===== src/rtl/div_unit_pkg.sv =====
// Shared processor definitions for the divider: ALU opcodes, divider FSM states
// and small opcode-decoding helpers.
package div_unit_pkg;

    localparam int XLEN = 32;

    typedef enum logic [4:0] {
        ALU_DIV  = 5'b01111,
        ALU_DIVU = 5'b10000,
        ALU_REM  = 5'b10001,
        ALU_REMU = 5'b10010
    } aluop_e;

    typedef enum logic [1:0] {
        ST_IDLE = 2'd0,
        ST_RUN  = 2'd1,
        ST_FIX  = 2'd2,
        ST_DONE = 2'd3
    } state_e;

    function automatic logic is_div_op(input logic [4:0] op);
        return (op == ALU_DIV) || (op == ALU_DIVU) || (op == ALU_REM) || (op == ALU_REMU);
    endfunction

    function automatic logic is_signed_op(input logic [4:0] op);
        return (op == ALU_DIV) || (op == ALU_REM);
    endfunction

    function automatic logic is_rem_op(input logic [4:0] op);
        return (op == ALU_REM) || (op == ALU_REMU);
    endfunction

endpackage


===== src/rtl/div_unit_if.sv =====
// Request/response bundle between the EX stage and the divider.
interface div_unit_if;
    logic        START;
    logic [4:0]  ALUOP;
    logic [31:0] DATA1;
    logic [31:0] DATA2;
    logic        KILL;
    logic        BUSY;
    logic        DONE;
    logic [31:0] RESULT;

    modport master (output START, ALUOP, DATA1, DATA2, KILL, input BUSY, DONE, RESULT);
    modport slave  (input START, ALUOP, DATA1, DATA2, KILL, output BUSY, DONE, RESULT);
endinterface


===== src/rtl/div_step.sv =====
// One radix-2 restoring division step: shift in the next dividend bit and
// conditionally subtract the divisor.
module div_step (
    input  logic [31:0] rem_in,
    input  logic        dvd_bit,
    input  logic [31:0] divisor,
    output logic [31:0] rem_out,
    output logic        q_bit
);
    logic [32:0] shifted;
    logic [33:0] diff;

    always_comb begin
        shifted = {rem_in, dvd_bit};
        diff    = {1'b0, shifted} - {2'b00, divisor};
        // No borrow means the divisor fits; the remainder stays below the divisor so 32 bits suffice.
        q_bit   = ~diff[33];
        rem_out = diff[33] ? shifted[31:0] : diff[31:0];
    end
endmodule


===== src/rtl/div_unit.sv =====
// Iterative 32-bit divider: fast paths for divide-by-zero and signed overflow,
// otherwise 32 restoring steps on magnitudes followed by one sign-fix cycle.
module div_unit
    import div_unit_pkg::*;
(
    input  logic       CLK,
    input  logic       RESET,
    div_unit_if.slave  bus
);
    state_e      state_q, state_d;
    logic [4:0]  cnt_q, cnt_d;
    logic [4:0]  op_q, op_d;
    logic [31:0] dvd_q, dvd_d;
    logic [31:0] dvs_q, dvs_d;
    logic [31:0] quo_q, quo_d;
    logic [31:0] rem_q, rem_d;
    logic        neg_quo_q, neg_quo_d;
    logic        neg_rem_q, neg_rem_d;
    logic [31:0] result_q, result_d;

    logic [31:0] step_rem;
    logic        step_q;
    logic        start_ok;
    logic        sgn_op;
    logic        a_neg;
    logic        b_neg;

    div_step u_step (
        .rem_in  (rem_q),
        .dvd_bit (dvd_q[31]),
        .divisor (dvs_q),
        .rem_out (step_rem),
        .q_bit   (step_q)
    );

    always_comb begin
        state_d   = state_q;
        cnt_d     = cnt_q;
        op_d      = op_q;
        dvd_d     = dvd_q;
        dvs_d     = dvs_q;
        quo_d     = quo_q;
        rem_d     = rem_q;
        neg_quo_d = neg_quo_q;
        neg_rem_d = neg_rem_q;
        result_d  = result_q;

        start_ok = bus.START && is_div_op(bus.ALUOP);
        sgn_op   = is_signed_op(bus.ALUOP);
        a_neg    = sgn_op && bus.DATA1[31];
        b_neg    = sgn_op && bus.DATA2[31];

        case (state_q)
            ST_IDLE, ST_DONE: begin
                state_d = ST_IDLE;
                if (start_ok) begin
                    op_d      = bus.ALUOP;
                    dvd_d     = a_neg ? (32'd0 - bus.DATA1) : bus.DATA1;
                    dvs_d     = b_neg ? (32'd0 - bus.DATA2) : bus.DATA2;
                    neg_quo_d = a_neg ^ b_neg;
                    neg_rem_d = a_neg;
                    quo_d     = '0;
                    rem_d     = '0;
                    cnt_d     = '0;
                    if (bus.DATA2 == 32'd0) begin
                        result_d = is_rem_op(bus.ALUOP) ? bus.DATA1 : 32'hFFFF_FFFF;
                        state_d  = ST_DONE;
                    end else if (sgn_op && bus.DATA1 == 32'h8000_0000 && bus.DATA2 == 32'hFFFF_FFFF) begin
                        result_d = is_rem_op(bus.ALUOP) ? 32'd0 : 32'h8000_0000;
                        state_d  = ST_DONE;
                    end else begin
                        state_d  = ST_RUN;
                    end
                end
            end
            ST_RUN: begin
                quo_d = {quo_q[30:0], step_q};
                rem_d = step_rem;
                dvd_d = {dvd_q[30:0], 1'b0};
                cnt_d = cnt_q + 5'd1;
                if (cnt_q == 5'd31) state_d = ST_FIX;
            end
            ST_FIX: begin
                if (is_rem_op(op_q)) result_d = neg_rem_q ? (32'd0 - rem_q) : rem_q;
                else                 result_d = neg_quo_q ? (32'd0 - quo_q) : quo_q;
                state_d = ST_DONE;
            end
            default: state_d = ST_IDLE;
        endcase

        // A flush drops the operation without touching the visible result.
        if (bus.KILL) begin
            state_d  = ST_IDLE;
            result_d = result_q;
        end
    end

    always_ff @(posedge CLK) begin
        if (RESET) begin
            state_q   <= ST_IDLE;
            cnt_q     <= '0;
            op_q      <= '0;
            dvd_q     <= '0;
            dvs_q     <= '0;
            quo_q     <= '0;
            rem_q     <= '0;
            neg_quo_q <= 1'b0;
            neg_rem_q <= 1'b0;
            result_q  <= '0;
        end else begin
            state_q   <= state_d;
            cnt_q     <= cnt_d;
            op_q      <= op_d;
            dvd_q     <= dvd_d;
            dvs_q     <= dvs_d;
            quo_q     <= quo_d;
            rem_q     <= rem_d;
            neg_quo_q <= neg_quo_d;
            neg_rem_q <= neg_rem_d;
            result_q  <= result_d;
        end
    end

    assign bus.BUSY   = (state_q == ST_RUN) || (state_q == ST_FIX);
    assign bus.DONE   = (state_q == ST_DONE);
    assign bus.RESULT = result_q;

endmodule


===== src/flat_wrapper.sv =====
// flat-port wrapper written by rule: the top's interface ports become plain ports
module div_unit_flat import div_unit_pkg::*;
  (CLK, RESET, bus_START, bus_ALUOP, bus_DATA1, bus_DATA2, bus_KILL, bus_BUSY, bus_DONE, bus_RESULT);
  div_unit_if bus_i ();
  input  logic CLK;
  input  logic RESET;
  input wire logic [$bits(bus_i.START)-1:0] bus_START;
  input wire logic [$bits(bus_i.ALUOP)-1:0] bus_ALUOP;
  input wire logic [$bits(bus_i.DATA1)-1:0] bus_DATA1;
  input wire logic [$bits(bus_i.DATA2)-1:0] bus_DATA2;
  input wire logic [$bits(bus_i.KILL)-1:0] bus_KILL;
  output wire logic [$bits(bus_i.BUSY)-1:0] bus_BUSY;
  output wire logic [$bits(bus_i.DONE)-1:0] bus_DONE;
  output wire logic [$bits(bus_i.RESULT)-1:0] bus_RESULT;
  assign bus_i.START = bus_START;
  assign bus_i.ALUOP = bus_ALUOP;
  assign bus_i.DATA1 = bus_DATA1;
  assign bus_i.DATA2 = bus_DATA2;
  assign bus_i.KILL = bus_KILL;
  assign bus_BUSY = bus_i.BUSY;
  assign bus_DONE = bus_i.DONE;
  assign bus_RESULT = bus_i.RESULT;
  div_unit u_core (.CLK(CLK), .RESET(RESET), .bus(bus_i));
endmodule

===== config.mk =====
export PLATFORM = sky130hd
export DESIGN_NAME = div_unit_flat
export DESIGN_NICKNAME = d
export VERILOG_FILES = /design/src/rtl/div_unit_pkg.sv /design/src/rtl/div_unit_if.sv /design/src/rtl/div_step.sv /design/src/rtl/div_unit.sv /design/src/flat_wrapper.sv
export SDC_FILE = /design/constraint.sdc
export NUM_CORES = 1
export LEC_CHECK = 0
export BUFFER_PORTS_ARGS = -buffer_cell sky130_fd_sc_hd__buf_2
export CAP_MARGIN = 20
export CELL_PAD_IN_SITES_DETAIL_PLACEMENT = 2
export CELL_PAD_IN_SITES_GLOBAL_PLACEMENT = 2
export CORE_MARGIN = 4
export CORE_UTILIZATION = 25
export CTS_BUF_LIST = sky130_fd_sc_hd__clkbuf_8 sky130_fd_sc_hd__clkbuf_16
export DETAILED_ROUTE_END_ITERATION = 16
export MAX_ROUTING_LAYER = met4
export PLACE_DENSITY_LB_ADDON = 0.1
export SYNTH_ARGS = -nofsm -noshare
export SYNTH_HDL_FRONTEND = slang
export SYNTH_HIERARCHICAL = 1
export SYNTH_SLANG_ARGS = --single-unit

===== constraint.sdc =====
create_clock -name CLK -period 3.4 [get_ports CLK]
set_input_delay 0.68 -clock CLK [delete_from_list [all_inputs] [get_ports CLK]]
set_output_delay 0.68 -clock CLK [all_outputs]
set_load 0.01 [all_outputs]

[Word-level counts from Yosys, hierarchy flattened]
Index checks and enable logic that the tools add are counted.
Word-level totals
  bits in registers: 174
Cells by class
  reduce and logical (&&, ||, !) cells: 21
  bitwise logic cells: 3
  equal/unequal tests: 15
  mux-type cells: 24
  add/subtract/negate cells: 6
Operator list (number)
  $mux W32: 13
  $pmux W32 S2: 4
  $sub A1 B32 Y32 const A: 4
  $eq A32 B32 Y1 const B: 2
  $sub A33 B32 Y34: 1
  $logic_not A32 Y1: 1
  $eq A5 B5 Y1 const B: 6
  $pmux W5 S2: 1
  $mux W2: 4
  $logic_or A1 B1 Y1: 7
  $pmux W2 S3: 1
  $add A5 B1 Y5 const B: 1
  $eq A5 B4 Y1 const B: 1
  $logic_and A1 B1 Y1: 5
  $mux W5: 1
  $eq A2 B2 Y1 const B: 2
  $ne A2 B1 Y1 const B: 2
  $reduce_and A2 Y1: 2
  $reduce_and A4 Y1: 1
  $reduce_bool A2 Y1: 2
  $reduce_or A2 Y1: 2
  $ne A3 B1 Y1 const B: 1
  $eq A2 B1 Y1 const B: 1
  $logic_not A2 Y1: 1
  other kinds (2): 3

[Longest topological paths before layout]
  depth after elaboration: 8
  depth in mapped cells: 14
  mapped depth without buffers: 13

[Modules after synthesis]
Netlist, hierarchy kept.
By module, submodules not included
  div_unit: times used 1, cells each 1307, area an instance 10008.3 µm²
  div_step: times used 1, cells each 372, area an instance 2373.5 µm²

[Worst setup path before layout]
OpenSTA, ideal clock, no wires.
  path type: input to register
  start: input port bus_DATA1[1]
  end: register u_core.result_q[20] (netlist: u_core/bus.RESULT[20])
  setup slack: 0.340 ns
  required time: 3.312 ns
  data arrival time: 2.972 ns
  cell stages on the path: 11
  cell sequence: inv_1 ha_1 nor4b_1 nand4_1 or4_4 nor3_4 o21a_1 buf_6 buf_6 nor2_1 a311oi_2
Between the ends
  word-level cells in the longest chain between the ends: 5
Ends and longest elaborated chain
  from (decl): line flat_wrapper.sv:9  | input wire logic [$bits(bus_i.DATA1)-1:0] bus_DATA1;
  $eq A32 B32 Y1: line div_unit.sv:68  | end else if (sgn_op && bus.DATA1 == 32'h8000_0000 && bus.DATA2 == 32'hFFFF_FFFF) begin
  $logic_and A1 B1 Y1 (2 in a row): line div_unit.sv:68
  $ne A3 B1 Y1 (no line)
  $reduce_and A4 Y1 (no line)
  to (signal assigned): line div_unit.sv:120  | result_q <= result_d;
  to (decl): line div_unit.sv:19  | logic [31:0] result_q, result_d;
No other way between the ends.
A chain may end at the register's enable or synchronous reset.

[Worst setup path in the final report]
  start: register u_core.dvs_q[18]
  end: register u_core.rem_q[26]
Between the ends
  word-level cells in the longest chain between the ends: 3
Ends and longest elaborated chain
  from (decl): line div_unit.sv:14  | logic [31:0] dvs_q, dvs_d;
  from (signal assigned): line div_unit.sv:115  | dvs_q <= dvs_d;
  $sub A33 B32 Y34: line div_step.sv:15  | diff = {1'b0, shifted} - {2'b00, divisor};
  $mux W32: line div_step.sv:18  | rem_out = diff[33] ? shifted[31:0] : diff[31:0];
  named net u_core.step_rem[26]: line div_unit.sv:21  | logic [31:0] step_rem;
  $pmux W32 S2: line div_unit.sv:53  | case (state_q)
  to (signal assigned): line div_unit.sv:117  | rem_q <= rem_d;
  to (decl): line div_unit.sv:16  | logic [31:0] rem_q, rem_d;
The timed path passes the listed nets, and every way through them passes these cells.

==> impl_metrics.py <==
metrics = {
    "sta": {
        "slew_violations": 0,
        "max-slew-margin-rel_pct": 39.8,
        "worst_hold_slack_ns": 0.456,
        "fin_setup_tns_ns": 0,
        "hold_viol": 0,
        "rsz0062_at_grt": "false",
        "fmax_ghz": 0.329,
        "clock_skew_ns": 0.0106,
        "tightest_slew_ns": 0.894,
        "fin_ws_ns": 0.358,
        "setup_viol": 0,
        "finalCritPeriodShare_pct": 89.5,
        "min_period_ns": 3.04,
    },
    "clocking": {
        "clockBufferDepth": 2,
        "clk_latency_ns": 0.50,
        "cts_resized": 0,
        "clk_pin_slew_ns": 0.08,
        "cts_buffers": 17,
        "cts_hold_buf": 0,
        "cts_setup_buffers": 0,
        "cts_root_buffer": "clkbuf_16",
        "numClockSinks": 174,
        "cts_tree": "done",
        "htree_levels": 4,
    },
    "min_path": {
        "holdCritStartpoint": "u_core/dvd_q[15]$_SDFFE_PP0P_",
        "holdPathStages": 2,
        "holdPathEnd": "u_core/dvd_q[15]$_SDFFE_PP0P_",
        "hold_class": "flop to flop",
    },
    "synth": {
        "yosysMostFrequentCell": "nand2_1",
        "syn_area_per_cell_um2": 7.37,
        "syn_area_um2": 12400,
        "synthDistinctLibCells": 85,
        "yosysTopAreaCell": "dfxtp_1",
        "synth_flop_cell": "dfxtp_1",
        "synth_area_leaders": "dfxtp_1 28%, nand2_1 6.9%, a21oi_1 6.2%",
        "synthArstFlopShare_pct": 0,
        "yosysSeqAreaShare_pct": 28.1,
        "ys_ff_latch": 174,
        "synth_nets": 1796,
        "synth-edff-count": 0,
        "synth_top_area_share_pct": 28.1,
        "ys_top_cells_by_count": "226 x nand2_1, 174 x dfxtp_1, 153 x a21oi_1, 140 x nor2_1, 102 x o21ai_0",
        "ys_warn_count": 6,
        "syn_inst": 1679,
    },
    "placement": {
        "post-place-ws_ns": 0.0665,
        "gp_congestion": 0.854,
        "port-buffer-count": 106,
        "hpwlAfterDp_um": 42300,
    },
    "routing": {
        "vias_per_cell": 5.28,
        "first_pass_iters": 5,
        "drt_iter0_markers": 643,
        "remaining_drc_errors": 0,
        "drt-total-wl_um": 54800,
        "vias": 12971,
        "wire_per_inst_um": 22.3,
        "drtAntennaViolNets": 0,
    },
    "worst_setup_path": {
        "cpMostUsedCell": "a21oi_1",
        "timing.rr.start": "u_core/dvs_q[18]$_SDFFE_PP0P_",
        "critPathLaunchType": "flop",
        "worst_path_dominant_cell_family": "compound AO/OA/AOI/OAI gates",
        "reg2regPathDepth": 13,
        "path_class": "flop to flop",
        "crit_buf_inv": 3,
        "end_kind": "flop",
        "worst-r2r-setup-slack_ns": 0.36,
        "cp_max_fo": 9,
        "required_ns": 3.82,
        "arrival_ns": 3.46,
        "r2r_end": "u_core/rem_q[26]$_SDFFE_PP0P_",
        "cp_slowest_cell": "dfxtp_1",
        "crit_chain": "inv_1 -> ha_1 -> a211oi_2 -> o211ai_1 -> a21oi_1 -> o22ai_1 -> nor3_4 -> inv_2 -> buf_4 -> o2111ai_1 -> o221a_1 -> nand3_1 -> a21oi_1",
        "slowest_delay_ns": 0.44,
    },
    "floorplanning": {
        "io_pins": 107,
        "die_h_um": 231,
        "core_um2": 49000,
        "die_w_um": 231,
        "initial_core_util_pct": 25.3,
        "rows": 81,
        "die_area_um2": 53200,
    },
    "global_route": {
        "grt_max_degree": 96,
        "grtUsageMet3_pct": 3.78,
        "busiest_layer": "met2",
        "use_met1_pct": 29.3,
        "first_global_vias": 13707,
        "grt_first_pass_wirelength_um": 84600,
        "met2_usage_pct": 32.8,
        "grt.overflow.total": 0,
        "antenna_found_initial": 5,
        "grt_usage_pct": 21.2,
    },
    "cells_and_area": {
        "drive_gt1_share_pct": 15.8,
        "layout.nets": 1897,
        "syn_to_final_growth_pct": 18.9,
        "antennaDiodeCount": 0,
    },
    "pwr": {
        "leakagePower_uw": 0.00557,
        "p_per_area_nw_per_um2": 356,
        "peakVddDrop_mv": 0.296,
    },
    "status": {
        "status": "complete, no violations",
    },
    "job": {
        "maxCapViolations": 0,
    },
}
-- cells by family (layout without fill, tap and decap cells) --
family / Yosys count / after routing / share of synthesized area, %
AO/OA/AOI/OAI: 509 / 509 / 27.2
XOR/XNOR: 137 / 137 / 9.69
adder cells (fa/ha/maj): 44 / 44 / 4.51
buffers and inverters: 176 / 290 / 5.81
flip-flops: 174 / 174 / 28.1
multiplexers: 7 / 7 / 0.637
AND/OR/NAND/NOR: 632 / 632 / 24.1
-- registers in the layout, indices dropped and copies added (netlist names) --
name               cells
u_core/bus.RESULT     32
u_core/cnt_q           5
u_core/dvd_q          32
u_core/dvs_q          32
u_core/neg_quo_q       1
u_core/neg_rem_q       1
u_core/op_q            5
u_core/quo_q          32
u_core/rem_q          32
u_core/state_q         2
-- layer usage --
layer,vias up,part of all wire (%)
met4,0,1.4
met1,6508,51
met3,37,3.0
met2,163,45
li1,6263,-
met5,-,0
-- metrics by stage --
| stage | area (um^2) | power [uW] | utilization, % | std cells |
|---|---|---|---|---|
| CTS | 14700 | 5340 | 30.1 | 2457 |
| global route | 14700 | 5500 | 30.1 | 2457 |
| finish | 14700 | 5250 | 30.1 | 2457 |
| floorplan | 12400 | 2700 | - | 1679 |
| detailed placement | 14100 | 3060 | 28.8 | 2425 |
| global placement | 14100 | 3050 | 28.8 | 2425 |
-- worst max path at each step --
stage | start | endpoint | slack (ns) | cells after the start
after floorplan | bus_DATA1[1] | u_core/bus.RESULT[20]$_SDFFE_PP0P_ | 0.34 | 11
after global placement | bus_ALUOP[2] | u_core/bus.RESULT[23]$_SDFFE_PP0P_ | 0.07 | 8
after detailed placement | bus_DATA1[20] | u_core/bus.RESULT[27]$_SDFFE_PP0P_ | 0.07 | 9
after CTS | u_core/dvd_q[31]$_SDFFE_PP0P_ | u_core/rem_q[30]$_SDFFE_PP0P_ | 0.34 | 13
after global routing | u_core/dvs_q[22]$_SDFFE_PP0P_ | u_core/rem_q[26]$_SDFFE_PP0P_ | 0.05 | 13
final | u_core/dvs_q[18]$_SDFFE_PP0P_ | u_core/rem_q[26]$_SDFFE_PP0P_ | 0.36 | 13
-- worst register-to-register path: cells and delay by family (launching register included) --
kind | cells | cell delay, ns
buffers and inverters | 3 | 0.44
adder cells (fa/ha/maj) | 1 | 0.41
AO/OA/AOI/OAI | 7 | 1.35
flip-flops | 1 | 0.44
AND/OR/NAND/NOR | 2 | 0.33
-- cells in the final DEF, fill, tap and decap left out, types with 18 or more instances in the layout --
cell,instances
nand2_1,226
dfxtp_1,174
a21oi_1,152
nor2_1,140
buf_2,105
o21ai_0,102
nand3_1,86
buf_4,80
xor2_1,71
xnor2_1,66
inv_1,62
nor3_1,53
a211oi_1,44
ha_1,42
o31ai_1,32
o211ai_1,32
o41ai_1,28
nand4_1,18
or3_1,18
-- final cells by class --
cell class,instances,area (um^2)
clock buffers,17,425
clock inverters,15,210
fillers,5717,34200
inverters,63,236
multi-input cells,1329,8220
flip-flops and latches,174,3480
well taps,664,831
repair buffers,195,1320
-- report_power, final --
part           internal (uW)  leakage, uW  switching (uW)
clock                   1180     0.000296            1050
combinational            335      0.00387             585
sequential              2070      0.00141            25.8
Note: power is estimated with default switching activity, not from simulation.
